## src/rtl/conv1_8_sync.sv

```systemverilog
// ============================================================================
// Module   : conv1_8_sync
// Brief    : Serial-to-byte deserialiser with comma-based alignment and sync
//            detection; optional sync-loss timeout via macro SYNC_LOSS_EN.
// Revision : 1.0 - initial release
// ============================================================================
`default_nettype none

module conv1_8_sync #(
  parameter logic [7:0]  COMMA        = 8'hBC,
  parameter int unsigned N_SYNC       = 4,
  parameter int unsigned LOSS_TIMEOUT = 16
) (
  input  logic       clk,
  input  logic       reset,
  input  logic       in_serial,
  output logic [7:0] out_data8,
  output logic       out8,
  output logic       active
);

  typedef enum logic [1:0] {
    SEARCH = 2'd0,
    ALIGN  = 2'd1,
    SYNCED = 2'd2
  } state_t;

  localparam logic [3:0] N_SYNC_C = 4'(N_SYNC);

  generate
    if (N_SYNC < 1 || N_SYNC > 15) begin : g_bad_n_sync
      $error("conv1_8_sync: N_SYNC must be in 1..15");
    end
    if (LOSS_TIMEOUT < 1 || LOSS_TIMEOUT > 255) begin : g_bad_loss_timeout
      $error("conv1_8_sync: LOSS_TIMEOUT must be in 1..255");
    end
  endgenerate

  state_t     state_q, state_d;
  logic [6:0] sr_q;
  logic [2:0] bit_cnt_q, bit_cnt_d;
  logic [3:0] comma_cnt_q, comma_cnt_d;
  logic [7:0] data_q, data_d;
  logic       out8_q, out8_d;
  logic       active_q;

  logic [7:0] cand;
  logic       is_comma;
  logic       boundary;

  // cand is the byte completed by the bit being sampled on this edge
  assign cand     = {sr_q, in_serial};
  assign is_comma = (cand == COMMA);
  assign boundary = (bit_cnt_q == 3'd7);

`ifdef SYNC_LOSS_EN
  localparam logic [7:0] LOSS_C = 8'(LOSS_TIMEOUT);
  logic [7:0] loss_cnt_q, loss_cnt_d;
`endif

  always_comb begin
    state_d     = state_q;
    bit_cnt_d   = bit_cnt_q + 3'd1;
    comma_cnt_d = comma_cnt_q;
    data_d      = data_q;
    out8_d      = 1'b0;
`ifdef SYNC_LOSS_EN
    loss_cnt_d  = loss_cnt_q;
`endif
    case (state_q)
      SEARCH: begin
        // Any bit position may start alignment; the comma fixes the byte phase
        if (is_comma) begin
          bit_cnt_d   = 3'd0;
          comma_cnt_d = 4'd1;
          state_d     = (N_SYNC_C == 4'd1) ? SYNCED : ALIGN;
        end
      end
      ALIGN: begin
        if (boundary) begin
          if (is_comma) begin
            comma_cnt_d = comma_cnt_q + 4'd1;
            if (comma_cnt_d == N_SYNC_C) state_d = SYNCED;
          end else begin
            comma_cnt_d = 4'd0;
            state_d     = SEARCH;
          end
        end
      end
      SYNCED: begin
        if (boundary) begin
          if (!is_comma) begin
            data_d = cand;
            out8_d = 1'b1;
`ifdef SYNC_LOSS_EN
            loss_cnt_d = loss_cnt_q + 8'd1;
            if (loss_cnt_d == LOSS_C) begin
              loss_cnt_d  = 8'd0;
              comma_cnt_d = 4'd0;
              state_d     = SEARCH;
            end
          end else begin
            loss_cnt_d = 8'd0;
`endif
          end
        end
      end
      default: state_d = SEARCH;
    endcase
  end

  always_ff @(posedge clk or posedge reset) begin
    if (reset) begin
      state_q     <= SEARCH;
      sr_q        <= 7'd0;
      bit_cnt_q   <= 3'd0;
      comma_cnt_q <= 4'd0;
      data_q      <= 8'h00;
      out8_q      <= 1'b0;
      active_q    <= 1'b0;
    end else begin
      state_q     <= state_d;
      sr_q        <= cand[6:0];
      bit_cnt_q   <= bit_cnt_d;
      comma_cnt_q <= comma_cnt_d;
      data_q      <= data_d;
      out8_q      <= out8_d;
      active_q    <= (state_d == SYNCED);
    end
  end

`ifdef SYNC_LOSS_EN
  always_ff @(posedge clk or posedge reset) begin
    if (reset) loss_cnt_q <= 8'd0;
    else       loss_cnt_q <= loss_cnt_d;
  end
`endif

  assign out_data8 = data_q;
  assign out8      = out8_q;
  assign active    = active_q;

endmodule

`default_nettype wire
```

## config.mk

```make
export PLATFORM = sky130hd
export DESIGN_NAME = conv1_8_sync
export DESIGN_NICKNAME = d
export VERILOG_FILES = /design/src/rtl/conv1_8_sync.sv
export SDC_FILE = /design/constraint.sdc
export NUM_CORES = 1
export LEC_CHECK = 0
export BUFFER_PORTS_ARGS = -buffer_cell sky130_fd_sc_hd__buf_2
export CAP_MARGIN = 40
export CORE_UTILIZATION = 50
export CTS_BUF_LIST = sky130_fd_sc_hd__clkbuf_4 sky130_fd_sc_hd__clkbuf_8
export DETAILED_ROUTE_END_ITERATION = 6
export HOLD_SLACK_MARGIN = 0.02
export PLACE_DENSITY_LB_ADDON = 0.25
export SLEW_MARGIN = 20
export SYNTH_ARGS = -nofsm -noshare
export SYNTH_HDL_FRONTEND = slang
export SYNTH_SLANG_ARGS = --single-unit
```

## constraint.sdc

```tcl
create_clock -name clk -period 1.9 [get_ports clk]
set_clock_uncertainty 0.1 [all_clocks]
set_input_delay 0.095 -clock clk [delete_from_list [all_inputs] [get_ports clk]]
set_output_delay 0.095 -clock clk [all_outputs]
set_load 0.03 [all_outputs]
```

## Word level (Yosys, flattened, before mapping)

Cells that the tools add are included.

- Register bits: 26
- Input bits: 3
- Logic and storage cells: 36

- $add $sub $neg: 2
- Equality and inequality tests: 8
- Mux-type cells: 14
- Bitwise logic cells: 1
- Reductions and logical operators: 4

Operators by type and width:

| kind | number |
|---|---|
| $mux W4 | 3 |
| $eq A8 B8 Y1 const B | 1 |
| $mux W2 | 4 |
| $pmux W4 S2 | 1 |
| $mux W3 | 2 |
| $pmux W2 S3 | 1 |
| $reduce_and A3 Y1 | 2 |
| $add A4 B1 Y4 const B | 1 |
| $eq A2 B2 Y1 const B | 2 |
| $eq A4 B3 Y1 const B | 1 |
| $ne A2 B2 Y1 const B | 2 |
| $add A3 B1 Y3 const B | 1 |
| $eq A3 B3 Y1 const B | 1 |
| $mux W1 | 3 |
| $eq A2 B1 Y1 const B | 1 |
| $logic_not A2 Y1 | 1 |
| $reduce_bool A2 Y1 | 1 |
| $not A1 Y1 | 1 |

## Depth between registers and ports, before layout

- Word-level depth: 7
- Depth in mapped cells: 6
- Depth with buffers taken out: 6

## Least setup slack after synthesis

Ideal clock, no wire load.

- Path kind: flip-flop to flip-flop
- From: register bit_cnt_q[0]
- To: register data_q[0], in the netlist out_data8[0]
- Data arrival time: 1,442 ps
- Data required time: 1,675 ps
- Slack: 233 ps
- Stages on the path, launching flop included: 6
- Buffers on the path: 0
- Clock period less this slack: 1,667 ps
- Path through: dfrtp_1 -> ha_1 -> ha_1 -> nand3_1 -> nor2_2 -> mux2_2

- Longest elaborated chain between the ends: 2

Ends and longest elaborated chain:

| element | RTL line | source |
|---|---|---|
| start, declared | 41 | `logic [2:0] bit_cnt_q, bit_cnt_d;` |
| start signal, assigned | 124 | `bit_cnt_q <= bit_cnt_d;` |
| $eq A3 B3 Y1 | 54 | `assign boundary = (bit_cnt_q == 3'd7);` |
| $reduce_and A3 Y1 (no line) | - |  |
| end signal, assigned | 126 | `data_q <= data_d;` |
| end, declared | 43 | `logic [7:0] data_q, data_d;` |

No other way between the ends.
A chain may end at the register's enable or synchronous reset.

## Final worst setup path

- From: input port in_serial
- To: register comma_cnt_q[3]

- Longest elaborated chain between the ends: 4

Ends and longest elaborated chain:

| element | RTL line | source |
|---|---|---|
| start, declared | 16 | `input logic in_serial,` |
| $eq A8 B8 Y1 * | 53 | `assign is_comma = (cand == COMMA);` |
| $mux W4 | 81 | `if (is_comma) begin` |
| $mux W4 | 80 | `if (boundary) begin` |
| $pmux W4 S2 | 70 | `case (state_q)` |
| end signal, assigned | 125 | `comma_cnt_q <= comma_cnt_d;` |
| end, declared | 42 | `logic [3:0] comma_cnt_q, comma_cnt_d;` |

Every way passes the cells marked *; elsewhere a longest branch is shown, timed or not. The select of a mux whose other input is x is not followed.

==> results_dict.tcl <==
set metrics [dict create \
    status "finished clean" \
    post-synth-top-area-fraction 0.600 \
    multi_input_area_um2 414 \
    routed_wire_length_per_instance_um 14.3 \
    dp.final_hpwl_mm 1.33 \
    post_synth_main_area_contributors "dfrtp_1 60%, mux2_2 7.3%, ha_1 4.6%" \
    cp_required_ns 2.03 \
    max_freq_mhz 575 \
    maxCapViolCount 0 \
    antenna-diode-count 0 \
    drive_above_1_share 0.286 \
    syn_avg_cell_area_um2 12.9 \
    final.min_clock_period_ns 1.74 \
    crit_arrival_ns 1.87 \
    via_count 731 \
    setup_viol_count_final 0 \
    slew_headroom 0.768 \
    avgViaCountPerCell 5.54 \
    htree_num_levels 1 \
    initial_core_util 0.542 \
    grt_setup_unrepaired "no" \
    grt_pass1_wl_mm 3.24 \
    routed_antenna_nets 0 \
    numClockSinks 26 \
    drtIter0Drc 18 \
    cts_setup_buffers 0 \
    synth_commonest_cells "26 x dfrtp_1, 7 x mux2_2, 5 x nor2_1" \
    number_of_iterations_in_the_first_detailed_routing_pass 4 \
    synth_fp_nets 91 \
    number_of_enable_flip_flop_cells_after_synthesis 0 \
    syn_inst 84 \
    final_nets 113 \
    number_of_antenna_violations_at_the_first_check_in_global_routing 0 \
    grt.total_usage 0.179 \
    clock-root-buffer "clkbuf_4" \
    vdd_drop_max_v 0.000594 \
    setup.worst_path.end_class "flop" \
    routed_wl_mm 1.88 \
    clock_insertion_delay_worst_skew_ns 0.32 \
    synth_largest_area_cell "dfrtp_1" \
    io_buffers 12 \
    ys_warn_count 0 \
    final-max-slew-violation-count 0 \
    cts_tree "done" \
    critical_path.startpoint_type "input pin" \
    gp_congestion 0.815 \
    hold_viol_final 0 \
    layout_worst_path_cycle_share 0.915 \
    standard_cell_core_area_mm2 0.00200 \
    regArea_um2 651 \
    yosys.cell_count.top_type "dfrtp_1" \
    cts_made_buffers 3 \
    synthFlopType "dfrtp_1" \
    die_h_um 48.6 \
    worstSetupPathType "input pin to flop" \
    dieArea_mm2 0.00236 \
    totalPowerFinal_mw 1.08 \
    post_synth_cell_types 33 \
    cts_max_path_buffers 2 \
    drc_errors 0 \
    maximum_number_of_pins_on_one_net_before_global_route_repair 27 \
    flow.area_growth_from_synthesis_pct 18.3 \
    die-width_um 48.6 \
    synthArstFlopShare 1.00 \
    transition_at_the_pin_with_the_smallest_max_transition_slack_ns 0.345 \
    power_dens_cells_mw_per_mm2 841 \
    synth_seq_cells 26 \
    critical_path_peak_fanout 6 \
    grt_remaining_overflow 0 \
    mappedNetlistArea_mm2 0.00108 \
    setup_ws_ns 0.162 \
    first_global_vias 699 \
    fillers 156 \
    place_ws_ns 0.115 \
    kind_of_path_behind_the_tightest_hold_check "input pin to async pin" \
    synth_sequential_area_ratio 0.600 \
    clk_pin_slew_ns 0.15 \
    timing.setup.tns_ns 0 \
    rows 16 \
    num_io_pins 13 \
    leakagePower_nw 0.638 \
]
## area by class of cell
class                      count  area share
clock buffer                   3      0.0175
multi-input combinational     52       0.323
clock inverter                 1      0.0234
timing repair buffer          19      0.0916
tap                           27      0.0263
inverter                       4      0.0117
sequential                    26       0.507
## path summary, 6_finish.rpt
path                            slack, ns  cells past startpoint        endpoint    startpoint
worst max-delay path                 0.16                      6  comma_cnt_q[3]     in_serial
worst min-delay path                 0.24                      4    out_data8[4]         reset
worst max register to register       0.17                      7  comma_cnt_q[3]  bit_cnt_q[0]
worst min register to register       0.31                      0         sr_q[5]       sr_q[4]
max in group asynchronous            1.20                      4         sr_q[3]         reset
min in group clk                     0.31                      0         sr_q[5]       sr_q[4]
## worst max-delay path, cell delays in order
cell           delay, ns
dlygate4sd3_1       0.55
buf_2               0.15
nand4bb_1           0.21
or2_1               0.31
a21o_1              0.22
a221o_1             0.34
## cells by family (layout without fill, tap and decap cells)
group | count (synthesis) | after routing | share of synthesized area
AND/OR/NAND/NOR | 25 | 25 | 0.140
multiplexers | 7 | 7 | 0.0727
buffers and inverters | 6 | 27 | 0.0231
AO/OA/AOI/OAI | 15 | 15 | 0.111
XOR/XNOR | 1 | 1 | 0.00808
adder cells (fa/ha/maj) | 4 | 4 | 0.0461
flip-flops | 26 | 26 | 0.600
## state kept, by name, indices dropped and copies added (netlist names)
signal       cells
sr_q             7
state_q          2
active           1
bit_cnt_q        3
out_data8        8
comma_cnt_q      4
out8             1
## report_power, final
part           leakage (nW)  switching (mW)  internal (mW)  total [mW]
Combinational         0.270          0.0442         0.0424      0.0866
Clock                0.0279           0.162          0.213       0.375
Sequential            0.340          0.0269          0.591       0.618
## through the flow
step | cell area (um2) | hold WS, ns | std cells | utilization
final | 1280 | 0.237 | 132 | 0.641
after detailed placement | 1210 | 0.0670 | 126 | 0.603
after global routing | 1280 | 0.286 | 132 | 0.641
after global placement | 1210 | 0.0569 | 126 | 0.603
after floorplan | 1080 | 0.0264 | 84 | -
after CTS | 1280 | 0.256 | 132 | 0.639
## metal layers
layer / part of all wire / up-vias / wire length (um) / track usage
met2: 0.47 / 16 / 892 / 0.289
met5: 0 / - / 0 / 0
met3: 0.033 / 2 / 62 / 0.0252
met1: 0.48 / 368 / 911 / 0.243
li1: - / 345 / - / -
met4: 0.0074 / 0 / 14 / 0.0735
## placed cells by master, fill, tap and decap left out, types with 2 or more instances in the layout
cell           Yosys  final
nand2_1            3      3
nor2b_1            3      3
inv_1              4      4
mux2_2             7      7
dlygate4sd3_1      0      2
nor2_1             5      5
clkbuf_4           0      3
ha_1               4      4
nor3_1             4      4
buf_4              0      5
dfrtp_1           26     26
o21ai_0            2      2
nand3_1            2      2
a32o_1             2      2
buf_2              1     12
## repair_timing
action	in CTS	in global routing
endpoints found under the setup margin	0	7
hold buffers	2	0
endpoints found under the hold margin	28	0
gates resized for setup	0	1
Note: power is estimated with default switching activity, not from simulation.
